==> config.mk <==
export PLATFORM = sky130hd
export DESIGN_NAME = i2s_tdm_transmitter
export DESIGN_NICKNAME = d
export VERILOG_FILES = /design/src/rtl/i2s_tdm_transmitter.sv
export SDC_FILE = /design/constraint.sdc
export NUM_CORES = 1
export LEC_CHECK = 0
export ABC_CLOCK_PERIOD_IN_PS = 3100
export CAP_MARGIN = 20
export CORE_MARGIN = 4
export CORE_UTILIZATION = 44
export CTS_CLUSTER_DIAMETER = 60
export DETAILED_ROUTE_END_ITERATION = 8
export PLACE_DENSITY = 0.75
export SETUP_SLACK_MARGIN = 0.5
export SYNTH_ARGS = -nofsm -noshare
export SYNTH_HDL_FRONTEND = slang
export SYNTH_SLANG_ARGS = --single-unit
==> constraint.sdc <==
create_clock -name mclk -period 3.1 [get_ports mclk]
set_input_delay 0.465 -clock mclk [delete_from_list [all_inputs] [get_ports mclk]]
set_output_delay 0.465 -clock mclk [all_outputs]
set_load 0.01 [all_outputs]
==> src/rtl/i2s_tdm_transmitter.sv <==
// i2s_tdm_transmitter: N-channel I2S / TDM serial audio transmitter.
// Whole frames arrive over valid/ready into a one-frame holding buffer; the
// frame playing on the pins lives in a separate frame register. sclk is
// derived from mclk, and sd_tx/ws/frame_start/underrun are all registered
// in the same mclk cycle in which sclk falls.
//
// Frame position is tracked by bit index b plus a slot/offset pair that
// advances alongside it, so the serial bit is picked out of the frame
// register without any divide or modulo by SLOT_WIDTH.
module i2s_tdm_transmitter #(
  parameter int WIDTH      = 16,
  parameter int SLOT_WIDTH = 32,
  parameter int CHANNELS   = 2,
  parameter int MCLK_DIV   = 24
) (
  input  logic                        mclk,
  input  logic                        rst,
  input  logic [CHANNELS*WIDTH-1:0]   s_data,
  input  logic                        s_valid,
  output logic                        s_ready,
  input  logic                        mode,
  output logic                        sclk,
  output logic                        ws,
  output logic                        sd_tx,
  output logic                        frame_start,
  output logic                        underrun
);

  localparam int FRAME_BITS = CHANNELS * SLOT_WIDTH;
  localparam int DATA_W     = CHANNELS * WIDTH;
  localparam int BW         = $clog2(FRAME_BITS);
  localparam int DW         = $clog2(MCLK_DIV);
  localparam int SW         = $clog2(CHANNELS);
  localparam int OW         = $clog2(SLOT_WIDTH);
  localparam int IW         = $clog2(DATA_W);

  localparam logic [DW-1:0] DIV_LAST  = DW'(MCLK_DIV / 2 - 1);
  localparam logic [BW-1:0] B_LAST    = BW'(FRAME_BITS - 1);
  localparam logic [BW-1:0] B_HALF    = BW'(FRAME_BITS / 2);
  localparam logic [BW-1:0] B_WS_I2S  = BW'(FRAME_BITS / 2 - 1);
  localparam logic [OW-1:0] OFF_LAST  = OW'(SLOT_WIDTH - 1);
  localparam logic [OW:0]   OFF_DATA  = (OW + 1)'(WIDTH);
  localparam logic [IW-1:0] IDX_WIDTH = IW'(WIDTH);
  localparam logic [IW-1:0] IDX_MSB   = IW'(WIDTH - 1);

  logic [DW-1:0]     div_q, div_d;
  logic              sclk_q, sclk_d;
  logic [BW-1:0]     b_q, b_d;
  logic [SW-1:0]     slot_q, slot_d;
  logic [OW-1:0]     off_q, off_d;
  logic              mode_q, mode_d;
  logic [DATA_W-1:0] hold_q, hold_d;
  logic              hold_full_q, hold_full_d;
  logic [DATA_W-1:0] frame_q, frame_d;
  logic              sd_q, sd_d;
  logic              ws_q, ws_d;
  logic              frame_start_q, frame_start_d;
  logic              underrun_q, underrun_d;

  logic              fall;
  logic              wrap;
  logic              accept;
  logic [IW-1:0]     bit_idx;

  // Next-state: sclk divider, bit position, holding-buffer handshake and
  // the serial outputs for the bit about to be driven.
  always_comb begin
    div_d         = div_q;
    sclk_d        = sclk_q;
    b_d           = b_q;
    slot_d        = slot_q;
    off_d         = off_q;
    mode_d        = mode_q;
    hold_d        = hold_q;
    hold_full_d   = hold_full_q;
    frame_d       = frame_q;
    sd_d          = sd_q;
    ws_d          = ws_q;
    frame_start_d = 1'b0;
    underrun_d    = 1'b0;
    bit_idx       = '0;

    fall   = sclk_q && (div_q == DIV_LAST);
    wrap   = fall && (b_q == B_LAST);
    accept = s_valid && !hold_full_q;

    if (div_q == DIV_LAST) begin
      div_d  = '0;
      sclk_d = !sclk_q;
    end else begin
      div_d = div_q + 1'b1;
    end

    // Accept only happens with the buffer empty, so it never collides with
    // the frame-start transfer; a same-cycle accept waits for the next frame.
    if (accept) begin
      hold_d      = s_data;
      hold_full_d = 1'b1;
    end

    if (fall) begin
      if (wrap) begin
        b_d           = '0;
        slot_d        = '0;
        off_d         = '0;
        mode_d        = mode;
        frame_start_d = 1'b1;
        if (hold_full_q) begin
          frame_d     = hold_q;
          hold_full_d = 1'b0;
        end else begin
          frame_d    = '0;
          underrun_d = 1'b1;
        end
      end else begin
        b_d = b_q + 1'b1;
        if (off_q == OFF_LAST) begin
          off_d  = '0;
          slot_d = slot_q + 1'b1;
        end else begin
          off_d = off_q + 1'b1;
        end
      end

      // I2S ws looks one bit ahead: high for b+1 in the upper half, mod frame.
      if (mode_d) begin
        ws_d = (b_d >= B_HALF);
      end else begin
        ws_d = (b_d >= B_WS_I2S) && (b_d != B_LAST);
      end

      if ({1'b0, off_d} < OFF_DATA) begin
        bit_idx = IW'(slot_d) * IDX_WIDTH + IDX_MSB - IW'(off_d);
        sd_d    = frame_d[bit_idx];
      end else begin
        sd_d = 1'b0;
      end
    end
  end

  // State register with synchronous active-high reset; reset drops any
  // buffered or in-flight frame.
  always_ff @(posedge mclk) begin
    if (rst) begin
      div_q         <= '0;
      sclk_q        <= 1'b0;
      b_q           <= B_LAST;
      slot_q        <= SW'(CHANNELS - 1);
      off_q         <= OFF_LAST;
      mode_q        <= 1'b0;
      hold_q        <= '0;
      hold_full_q   <= 1'b0;
      frame_q       <= '0;
      sd_q          <= 1'b0;
      ws_q          <= 1'b0;
      frame_start_q <= 1'b0;
      underrun_q    <= 1'b0;
    end else begin
      div_q         <= div_d;
      sclk_q        <= sclk_d;
      b_q           <= b_d;
      slot_q        <= slot_d;
      off_q         <= off_d;
      mode_q        <= mode_d;
      hold_q        <= hold_d;
      hold_full_q   <= hold_full_d;
      frame_q       <= frame_d;
      sd_q          <= sd_d;
      ws_q          <= ws_d;
      frame_start_q <= frame_start_d;
      underrun_q    <= underrun_d;
    end
  end

  assign s_ready     = !hold_full_q;
  assign sclk        = sclk_q;
  assign ws          = ws_q;
  assign sd_tx       = sd_q;
  assign frame_start = frame_start_q;
  assign underrun    = underrun_q;

endmodule
After elaboration in Yosys (flattened, before gate mapping)
Cells that the tools add are included.

cells by class
  add/sub/neg operators = 6
  $mul = 0
  div/mod/pow operators = 0
  order comparisons = 4
  reduce and logical (&&, ||, !) cells = 9
  muxes and demuxes = 23
  bitwise operators = 2
  shift-type cells = 0
  equality and inequality tests = 4

operator list
  cell                   count
  $mux W32               3
  $mux W5                3
  $mux W1                14
  $mux W6                2
  $add A5 B1 Y5 const B  2
  $add A6 B1 Y6 const B  1
  $eq A6 B6 Y1 const B   1
  $ge A6 B5 Y1 const B   1
  $ge A6 B6 Y1 const B   1
  $lt A5 B6 Y1 const B   1
  $ne A6 B6 Y1 const B   1
  $add A5 B4 Y5 const B  1
  $bmux W1 S5            1
  $eq A5 B4 Y1 const B   1
  $eq A5 B5 Y1 const B   1
  $lt A5 B5 Y1 const B   1
  $sub A5 B5 Y5          1
  $logic_and A1 B1 Y1    4
  $reduce_or A2 Y1       2
  $reduce_or A3 Y1       1
  $logic_not A1 Y1       2
  $not A1 Y1             2
  $add A1 B1 Y1 const B  1

storage, ports and cells
  memory bits (read-only) = 0
  register bits after elaboration = 88
  bits in latches = 0
  word-level logic and storage cells = 61
  memories = 0
  memory bits (writable) = 0
  bits of input ports = 36
  output and inout bits = 6

Logic depth before layout (Yosys ltp)
Gate-level depths: netlist of run 1.

  word-level depth = 10
  mapped depth = 11
  gate-level depth less buffers = 9

Worst setup path before layout of run 1
OpenSTA, ideal clock, no wires.

  path type = reg-to-reg
  start point = reg off_q[0]
  end point = reg sd_q, in the netlist sd_tx
  arrival time = 2,567 ps
  cell stages (with the launch flop) = 12
  path slack = 415 ps
  period minus slack after synthesis = 2,685 ps
  cells stage by stage = dfxtp_1 > ha_1 > and3_1 > ha_1 > buf_4 > nor2_1 > buf_2 > mux4_2 > a211oi_1 > o21bai_1 > a221o_1 > a32o_1

on the way
  longest elaborated chain between the ends = 9
  elaborated cells on any way between the ends = 14
  those cells by class = add/sub (3); order compare (1); eq/ne (1); mux (9)

ends and longest elaborated chain
  item                           line  source
  start: declaration             50    logic [OW-1:0] off_q, off_d;
  start signal: assignment       149   off_q <= OFF_LAST;
  start signal: assignment       163   off_q <= off_d;
  $eq A5 B5 Y1                   117   if (off_q == OFF_LAST) begin
  $mux W1                        117
  $mux W1                        102   if (wrap) begin
  $mux W1                        101   if (fall) begin
  $add A5 B4 Y5                  133   bit_idx = IW'(slot_d) * IDX_WIDTH + IDX_MSB - IW'(off_d);
  $sub A5 B5 Y5                  133
  $bmux W1 S5                    134   sd_d = frame_d[bit_idx];
  $mux W1 (not written as such)  134
  $mux W1 (*)                    132   if ({1'b0, off_d} < OFF_DATA) begin
  end signal: assignment         154   sd_q <= 1'b0;
  end signal: assignment         168   sd_q <= sd_d;
  end: declaration               55    logic sd_q, sd_d;

Mark *: on every way between the ends. The rest lies on a longest branch, timed or not. The select of a mux whose other input is x is not followed.
A chain may end at the register's enable or synchronous reset.

Worst setup path in the final report of run 1
  start point = reg off_q[1]
  end point = reg sd_q, in the netlist sd_tx

The elaborated chain is that of the path after synthesis.

==> flow_summary_export.csv, run 1 <==
group,metric,value,unit
die,io_pins,42,
cts,cts_max_level,3,
cts,cts_buffers,9,
route,post-route-drc-count,0,
power,pwr-share-clk,39.8,%
sta,fin_skew,0.0126,ns
power,power,2200,uW
setup_path,critical_path_class,"register to register",
setup_path,end_kind,"register",
route,drt_iter0_markers,195,
grt,grt_pass1_vias,2950,
grt,grt_first_pass_wirelength,13.8,mm
synthesis,yosysSeqAreaShare,47.3,%
status,outcome,"finished clean",
place,dpl.hpwl,5.58,mm
setup_path,crit_start,"off_q[1]$_SDFFE_PP1P_",
power,pwr-share-seq,53.7,%
die,core,0.00822,mm^2
sta,hold_viol_final,0,
setup_path,required,3.35,ns
power,power.switching,513,uW
synthesis,syn-cell-area,0.00373,mm^2
die,die-area,0.0100,mm^2
run,maxCapViolCount,0,
synthesis,synth_fp_nets,490,
setup_path,worst_path_max_delay_cell,"dfxtp_2",
hold_path,hold_depth,2,
route,ant_nets,0,
power,comb_power_share,6.5,%
sta,fmax,389,MHz
power,vdd_drop_max,233,uV
place,place_congestion,0.808,
setup_path,endpoint,"sd_tx$_SDFFE_PP0P_",
sta,final-setup-viol-count,0,
setup_path,rrSetupSlack,0.53,ns
sta,slew_headroom,54.8,%
cts,clk-insertion-delay-late,0.36,ns
sta,layout_min_cycle_time,2.57,ns
hold_path,min_from,"hold_q[5]$_SDFFE_PP0P_",
place,place_ws,0.259,ns
synthesis,avgSynthCellArea,8.30,um^2
route,wl_per_cell,14.1,um
hold_path,hp-class,"register to register",
die,start_util,45.3,%
cells_and_area,layout.nets,526,
setup_path,regToRegEndpoint,"sd_tx$_SDFFE_PP0P_",
setup_path,reg2reg_depth,9,
cts,clk_path_buf_depth,2,
synthesis,ys_ff_latch,88,
setup_path,max_stage_delay,0.35,ns
synthesis,syn_inst,449,
grt,grt_max_degree,52,
route,drt_pass1_iterations,4,
sta,fin_ws,0.531,ns
setup_path,timing.rr.start,"off_q[1]$_SDFFE_PP1P_",
power,p_leak,0.00160,uW
sta,worst_slew_pin_slew,0.678,ns
cts,cts.clk_slew.worst_paths,0.09,ns
place,placed_area,0.00422,mm^2
setup_path,start_kind,"register",
die,core.rowCount,33,
setup_path,crit_family,"simple AND/OR/NAND/NOR gates",
cells_and_area,design_area,0.00454,mm^2
sta,slew_violations,0,
die,die_y,100,um
grt,grt.overflow.total,0,
setup_path,critical_path_depth,9,
power,power_density,485,mW/mm^2
synthesis,yosys.cell_types.count,49,
route,via_per_inst,5.43,
setup_path,worstPathArrival,2.82,ns
grt,grt_usage,17.0,%
cells_and_area,antenna_cells,0,
place,numPortBuffers,41,
sta,post-route-period-util,82.9,%
grt,grt_antenna_before_repair,0,
synthesis,yosysWarnings,0,
route,wl,8.35,mm
setup_path,crit_chain,"ha_2 > and3_1 > ha_4 > buf_4 > nor2_2 > mux4_2 > or3_1 > a221o_1 > a32o_1",
setup_path,crit_buf_inv,1,
cts,cts_tree,"yes",
power,sw_frac_of_total,23.3,%
cells_and_area,syn_to_final_growth,21.8,%
setup_path,cp_max_fo,8,
cells_and_area,final_util,55.2,%
cts,clock_sinks,88,
cts,cts_root_buf,"clkbuf_8",
die,die_w,100,um
route,via_count,3225,
sta,rsz0062_at_grt,"no",
power,internal_power,1690,uW
sta,setup-tns-final,0,ns
cells_and_area,drive_gt1_share,10.6,%
-- Yosys cell counts (all sizes together) --
cell type    n  area share [%]
a2111oi      3            0.71
a211o        7             1.6
a211oi       2            0.40
a21bo        1            0.27
a21oi       69             9.3
a221o        5             1.3
a221oi       1            0.24
a22oi        1            0.20
a31o         1            0.24
a31oi        2            0.34
a32o         1            0.27
and3         4            0.81
buf         10             1.6
clkbuf      22             2.2
clkinv       1            0.10
dfxtp       88              47
ha           5             1.7
inv          7            0.77
maj3         1            0.27
mux2         5             1.6
mux2i        4             1.1
mux4         3             1.8
nand2      105              11
nand2b       3            0.50
nand3       35             4.7
nand4        1            0.17
nand4bb      1            0.74
nor2        25             2.5
nor2b        5            0.84
nor3         6            0.81
nor3b        1            0.20
nor4         3            0.67
nor4bb       1            0.27
o21ai        7            0.94
o21bai       1            0.20
o221ai       1            0.24
or3          1            0.17
or3b         1            0.24
xnor2        5             1.2
xor2         4            0.94
-- registers in the layout, summed over array words and instances, names as in the netlist --
name and count:
hold_full_q 1, sclk 1, frame_start 1, slot_q 1
b_q 6, ws 1, div_q 5, mode_q 1
underrun 1, hold_q 32, sd_tx 1, frame_q 32
off_q 5
-- cell usage in the layout, fill, tap and decap left out, types with 2 or more instances in the layout --
cell,instances
a31oi_1,2
ha_1,3
a2111oi_1,2
clkbuf_8,9
nor4_1,2
o21ai_0,7
nand2_1,105
nor3_1,6
a221o_1,5
nand3_1,35
nor2_1,24
dfxtp_1,87
clkinv_4,2
inv_1,5
nor2b_1,4
mux2_2,3
xor2_1,4
mux2i_1,4
and3_1,3
a211o_1,7
xnor2_1,5
bufinv_16,2
mux4_2,3
buf_4,13
clkdlybuf4s50_1,40
nand2b_1,3
a21oi_1,69
-- worst min path at each step --
stage / end / slack [ns]
finish: hold_q[5]$_SDFFE_PP0P_ / 0.46
global route: hold_q[0]$_SDFFE_PP0P_ / 0.48
CTS: hold_q[15]$_SDFFE_PP0P_ / 0.46
detailed placement: div_q[0]$_SDFF_PP0_ / 0.45
global placement: div_q[0]$_SDFF_PP0_ / 0.43
floorplan: div_q[0]$_SDFF_PP0_ / 0.42
-- power by group through the flow --
stage,Sequential [uW],Combinational [uW],Clock [uW]
floorplan,1200,78.8,0
global placement,1210,134,0
detailed placement,1210,137,0
CTS,1180,138,886
global route,1190,159,936
finish,1180,143,876
-- kinds of logic (layout without fill, tap and decap cells) --
kind of cell,after synthesis,after routing,synth area share (%)
DFF,88,88,47.3
muxes,12,12,4.50
and+or+nand+nor,192,193,23.2
AOI/OAI and AO/OA,102,102,16.3
buffers and inverters,40,79,4.67
xor gates and xnor gates,9,9,2.12
adders and majority gates,6,6,1.95
-- routing by layer --
metal	wire [um]	global-route usage, %	up-vias
met5	0	0	-
met2	3920	26.6	77
met3	432	4.17	15
met4	172	6.32	0
met1	3820	22.9	1508
li1	-	-	1625
-- worst register-to-register path, delay by kind of cell, from the launching register on --
kind | cells | cell delay [ns]
and+or+nand+nor | 3 | 0.74
AOI/OAI and AO/OA | 2 | 0.51
adders and majority gates | 2 | 0.39
DFF | 1 | 0.35
muxes | 1 | 0.32
buffers and inverters | 1 | 0.15
-- timing repair --
action                                  in CTS  in global routing
endpoints found under the setup margin       1                  1
hold buffers                                 0                  0
pin swaps                                    0                  1
resized for setup                            7                  2
cloned                                       0                  1
buffers inserted                             0                  5
-- metrics by stage --
step / cells / hold slack, ns
6_report: 594 / 0.456
5_1_grt: 594 / 0.478
4_1_cts: 587 / 0.458
3_5_place_dp: 572 / 0.446
3_3_place_gp: 572 / 0.428
2_1_floorplan: 449 / 0.418
-- layout make-up --
class | count | area (um^2)
clock buffer | 9 | 124
clock inverter | 6 | 93.8
fill | 754 | 3680
inverter | 8 | 32.5
multi-input combinational | 322 | 1840
sequential | 88 | 1760
tap | 105 | 131
timing repair buffer | 56 | 551
Note: power is estimated with default switching activity, not from simulation.
==> run 2, diff against run 1 <==
- ABC_CLOCK_PERIOD_IN_PS: 3100 -> 2370
- clock period: 3.1 -> 2.37 ns (I/O delays scaled with it)
==> run 2 against run 1 <==
  * Sequential power increased by 31%
  * Non-clock buffer count rose by 20
  * Die area unchanged
  * Clock skew fell by 0.0012 ns
  * Sequential cell count is the same
  * Critical path type unchanged
  * Critical path depth stayed put
  * Hold slack worse by 0.096 ns
  * Setup slack got worse by 0.52 ns
  * Cell area grew 12%
  * Sequential share of layout area shrank 4.1 points
==> flow_summary_export.csv, run 2 (synthesis gave the netlist of run 1 again) <==
group,metric,value,unit
sta,fmax,423,MHz
power,p_leak,0.00176,uW
grt,grt_usage,18.6,%
setup_path,reg2reg_depth,9,
sta,fin_skew,0.0114,ns
setup_path,worstPathArrival,2.62,ns
cts,clock_sinks,88,
route,via_count,3354,
die,io_pins,42,
cts,cts_buffers,9,
die,core.rowCount,33,
route,wl_per_cell,15.5,um
route,wl,9.57,mm
place,numPortBuffers,41,
route,post-route-drc-count,0,
cts,hold_buffers,0,
sta,finalHoldWorstSlack,0.360,ns
sta,final-setup-viol-count,0,
cells_and_area,syn_to_final_growth,37.0,%
route,drt_iter0_markers,155,
grt,grt_first_pass_wirelength,15.2,mm
cells_and_area,drive_gt1_share,23.3,%
cells_and_area,layout.nets,547,
cts,cts_tree,"yes",
cts,clk-insertion-delay-late,0.36,ns
cells_and_area,top_regs,"frame_q x32, hold_q x32, b_q x6",
setup_path,critical_path_class,"register to register",
power,vdd_drop_max,347,uV
die,die_w,100,um
cts,clk_path_buf_depth,2,
cells_and_area,final_cell_mix,"104 x nand2_1, 81 x dfxtp_1, 55 x a21oi_1",
grt,grt_max_degree,53,
sta,slew_violations,0,
cells_and_area,antenna_cells,0,
place,place_inst,584,
sta,slew_headroom,74.7,%
place,place_congestion,0.867,
sta,worst_slew_pin_slew,0.380,ns
cells_and_area,fin_cells,616,
place,placed_area,0.00434,mm^2
grt,grt.overflow.total,0,
grt,grt_antenna_before_repair,0,
die,core,0.00822,mm^2
die,start_util,45.3,%
route,via_per_inst,5.44,
run,maxCapViolCount,0,
place,dpl.hpwl,5.66,mm
setup_path,end_kind,"register",
sta,rsz0062_at_grt,"yes",
setup_path,required,2.63,ns
sta,setup-tns-final,0,ns
sta,layout_min_cycle_time,2.36,ns
die,die-area,0.0100,mm^2
sta,post-route-period-util,99.7,%
setup_path,cp_max_fo,6,
grt,grt_pass1_vias,3297,
cts,cts_root_buf,"clkbuf_8",
power,power_density,612,mW/mm^2
cells_and_area,layout_commonest_cell,"nand2_1",
die,die_y,100,um
route,ant_nets,0,
hold_path,hold_depth,2,
cts,cts.clk_slew.worst_paths,0.09,ns
status,outcome,"finished clean",
setup_path,start_kind,"register",
cells_and_area,design_area,0.00510,mm^2
route,drt_pass1_iterations,4,
cts,cts_max_level,3,
hold_path,hp-class,"input pin to register",
sta,hold_viol_final,0,
==> run 2: cell count changes in the layout (fill, tap and decap cells not counted), moves of 2 or more <==
cell       delta
nand3_1      -15
a21oi_1      -14
a21oi_2      +14
buf_4        +13
nand3_4       +9
dfxtp_1       -6
nand3_2       +6
dfxtp_2       +5
buf_6         +4
a2111oi_4     +2
bufinv_16     +2
ha_1          -2
ha_4          +2
==> run 2: what timing repair did <==
action                                  4_1_cts  5_1_grt
endpoints found under the setup margin       22       33
pin swaps                                     7       13
setup buffers                                 8        4
cloned                                        3        1
hold endpoints to repair                      0        0
gates resized for setup                      23       53
==> run 2: final timing paths <==
path,startpoint,endpoint,slack [ns]
hold reg to reg,div_q[0]$_SDFF_PP0_,div_q[0]$_SDFF_PP0_,0.44
hold / removal,rst,div_q[4]$_SDFF_PP0_,0.36
setup / recovery,off_q[1]$_SDFFE_PP1P_,sd_tx$_SDFFE_PP0P_,0.007
setup reg to reg,off_q[1]$_SDFFE_PP1P_,sd_tx$_SDFFE_PP0P_,0.007
==> run 2: cell type report <==
class / instances / area (um^2)
fill: 678 / 3110
multi-input combinational: 323 / 2150
sequential: 88 / 1770
timing repair buffer: 76 / 753
clock inverter: 6 / 140
tap: 105 / 131
clock buffer: 10 / 128
inverter: 8 / 32.5
==> run 2: critical path, stage by stage (launching register included) <==
cell and delay, ns:
dfxtp_2 0.37, ha_4 0.14, and3_4 0.19, ha_4 0.19
nor2_1 0.09, mux2_4 0.30, a2111oi_4 0.35, a2111oi_1 0.09
a211o_1 0.29, a32o_1 0.25
==> run 2: routing by layer <==
| metal | global-route usage [%] | routed length, um | part of all wire, % |
|---|---|---|---|
| met5 | 0 | 0 | 0 |
| met4 | 7.56 | 183 | 1.9 |
| met3 | 3.68 | 380 | 4.0 |
| met2 | 31.5 | 4820 | 50 |
| met1 | 23.3 | 4190 | 44 |
==> run 2: power breakdown <==
part | total (uW) | internal [uW] | leakage [uW] | switching (uW)
Clock | 1370 | 817 | 0.000133 | 555
Sequential | 1550 | 1520 | 0.000714 | 31.4
Combinational | 206 | 98.8 | 0.000913 | 108
==> run 2: through the flow <==
step                      utilization, %  setup WS (ns)  total power [uW]
after CTS                           58.6         0.0712              3120
after floorplan                        -        -0.0374              1670
after detailed placement            52.8         -0.145              1760
after global placement              52.8        -0.0546              1760
after global routing                62.1        -0.0328              3230
final                               62.1        0.00707              3130
==> run 3, diff against run 2 <==
- DONT_BUFFER_PORTS: default -> 1
- PLACE_DENSITY: 0.75 -> 0.69
==> run 3 against run 2 <==
  * Setup slack got worse by 0.076 ns
  * The flow now finishes with violations (negative setup slack)
  * Combinational power decreased by 50%
  * Via count decreased by 1.8%
  * Sequential share of layout area increased by 2.4 points
  * Highest routed layer unchanged
  * Critical path depth unchanged
  * Sequential power about the same
  * Die area unchanged
  * Largest cell class unchanged
  * Clock skew decreased by 0.0033 ns
  * Core utilization decreased by 4.0 points
==> flow_summary_export.csv, run 3 (synthesis gave the netlist of run 1 again) <==
group,metric,value,unit
cts,cts_tree,"yes",
run,maxCapViolCount,0,
power,power,2730,uW
sta,final-setup-viol-count,1,
cells_and_area,fin_cells,581,
cts,cts.clk_slew.worst_paths,0.09,ns
grt,grt_antenna_before_repair,0,
cts,cts_buffers,9,
grt,grt_pass1_vias,3198,
sta,fin_ws,-0.0690,ns
setup_path,worstPathArrival,2.68,ns
cells_and_area,antenna_cells,0,
cts,cts_root_buf,"clkbuf_8",
sta,fmax,410,MHz
power,vdd_drop_max,344,uV
status,violations,"negative setup slack",
sta,worst_slew_pin_slew,0.729,ns
hold_path,holdPathEnd,"ws$_SDFFE_PP0P_",
power,p_leak,0.00161,uW
place,dpl.hpwl,5.70,mm
cts,clk-insertion-delay-late,0.36,ns
hold_path,hold_depth,1,
setup_path,end_kind,"register",
setup_path,critical_path_class,"register to register",
hold_path,hp-class,"input pin to register",
cts,clock_sinks,88,
route,drt_pass1_iterations,4,
place,place_congestion,0.854,
route,ant_nets,0,
setup_path,rrSetupSlack,-0.07,ns
route,via_count,3295,
status,outcome,"finished, violations left",
route,via_per_inst,5.67,
grt,grt_max_degree,87,
place,numPortBuffers,0,
cells_and_area,final_util,58.1,%
place,place_ws,-0.165,ns
cells_and_area,final_cell_mix,"103 x nand2_1, 80 x dfxtp_1, 51 x a21oi_1",
grt,grt.overflow.total,0,
die,die_y,100,um
grt,grt_first_pass_wirelength,14.9,mm
setup_path,start_kind,"register",
power,power_density,572,mW/mm^2
die,core.rowCount,33,
sta,rsz0062_at_grt,"yes",
hold_path,min_from,"rst",
grt,grt_usage,18.4,%
die,start_util,45.3,%
cells_and_area,syn_to_final_growth,28.2,%
place,place_inst,540,
route,wl,9.55,mm
sta,hold_viol_final,0,
cells_and_area,drive_gt1_share,29.4,%
setup_path,regToRegEndpoint,"sd_tx$_SDFFE_PP0P_",
sta,slew_violations,0,
setup_path,reg2reg_depth,9,
cts,cts_max_level,3,
route,wl_per_cell,16.4,um
route,drt_iter0_markers,215,
sta,post-route-period-util,103,%
cells_and_area,layout_commonest_cell,"nand2_1",
die,die-area,0.0100,mm^2
route,post-route-drc-count,0,
setup_path,required,2.61,ns
cts,clk_path_buf_depth,2,
die,die_w,100,um
setup_path,timing.rr.start,"off_q[1]$_SDFFE_PP1P_",
cts,hold_buffers,0,
sta,layout_min_cycle_time,2.44,ns
sta,slew_headroom,51.4,%
cells_and_area,top_regs,"frame_q x32, hold_q x32, b_q x6",
die,io_pins,42,
die,core,0.00822,mm^2
sta,fin_skew,0.00813,ns
cells_and_area,layout.nets,513,
setup_path,cp_max_fo,6,
## run 3: cell count changes in the layout (fill, tap and decap cells not counted), moves of 2 or more
cell | before | now
nand3_1 | 20 | 17
buf_6 | 4 | 8
bufinv_16 | 4 | 1
a21oi_2 | 14 | 18
a21oi_1 | 55 | 51
inv_6 | 0 | 2
clkdlybuf4s50_1 | 40 | 0
nand3_2 | 6 | 10
nor2_1 | 23 | 21
dfxtp_2 | 6 | 8
buf_4 | 26 | 29
## run 3: how the worst max path moves through the flow
stage	start	end	slack, ns
4_1_cts	off_q[1]$_SDFFE_PP1P_	sd_tx$_SDFFE_PP0P_	0.02
3_3_place_gp	off_q[1]$_SDFFE_PP1P_	sd_tx$_SDFFE_PP0P_	-0.04
6_report	off_q[1]$_SDFFE_PP1P_	sd_tx$_SDFFE_PP0P_	-0.07
2_1_floorplan	off_q[1]$_SDFFE_PP1P_	sd_tx$_SDFFE_PP0P_	-0.04
3_5_place_dp	off_q[1]$_SDFFE_PP1P_	sd_tx$_SDFFE_PP0P_	-0.17
5_1_grt	off_q[1]$_SDFFE_PP1P_	sd_tx$_SDFFE_PP0P_	-0.13
## run 3: area by class of cell
| type | count | area [um^2] |
|---|---|---|
| clock buffer | 10 | 138 |
| tap | 105 | 131 |
| inverter | 8 | 32.5 |
| timing repair buffer | 43 | 435 |
| clock inverter | 5 | 63.8 |
| fill | 684 | 3440 |
| sequential | 88 | 1770 |
| multi-input combinational | 322 | 2200 |
## run 3: through the flow
| step | hold WS [ns] | cell area [um^2] | setup TNS [ns] |
|---|---|---|---|
| final | 0.0553 | 4780 | -0.0690 |
| after global routing | 0.0332 | 4780 | -0.131 |
| after CTS | 0.0414 | 4360 | 0 |
| after detailed placement | 0.435 | 3880 | -0.165 |
| after global placement | 0.428 | 3880 | -0.0382 |
| after floorplan | 0.418 | 3760 | -0.0374 |
## run 3: power by group
group | leakage [uW] | switching [uW] | internal (uW)
logic | 0.000799 | 60.2 | 43.1
registers | 0.000713 | 44.0 | 1520
clock network | 0.0000994 | 547 | 520
total | 0.00161 | 651 | 2080
## run 3: repair_timing
action                     in CTS  in global routing
resized for setup              28                 71
setup endpoints to repair      31                 81
pin swaps                      11                 35
buffers inserted               13                  8
gates cloned                    3                  2
## run 3: worst max-delay path: stages (launching register included)
cell      delay, ns
dfxtp_2        0.35
ha_4           0.16
and3_4         0.18
ha_4           0.19
nor2_4         0.21
mux4_2         0.37
a211oi_4       0.25
o21bai_1       0.09
a221o_1        0.31
a32o_1         0.22
## run 3: per-layer routing
layer,global-route usage [%],wire (um),vias up
met5,0,0,-
met4,7.56,256,0
met3,4.03,437,29
met2,30.5,4750,95
met1,23.3,4110,1578
li1,-,-,1593
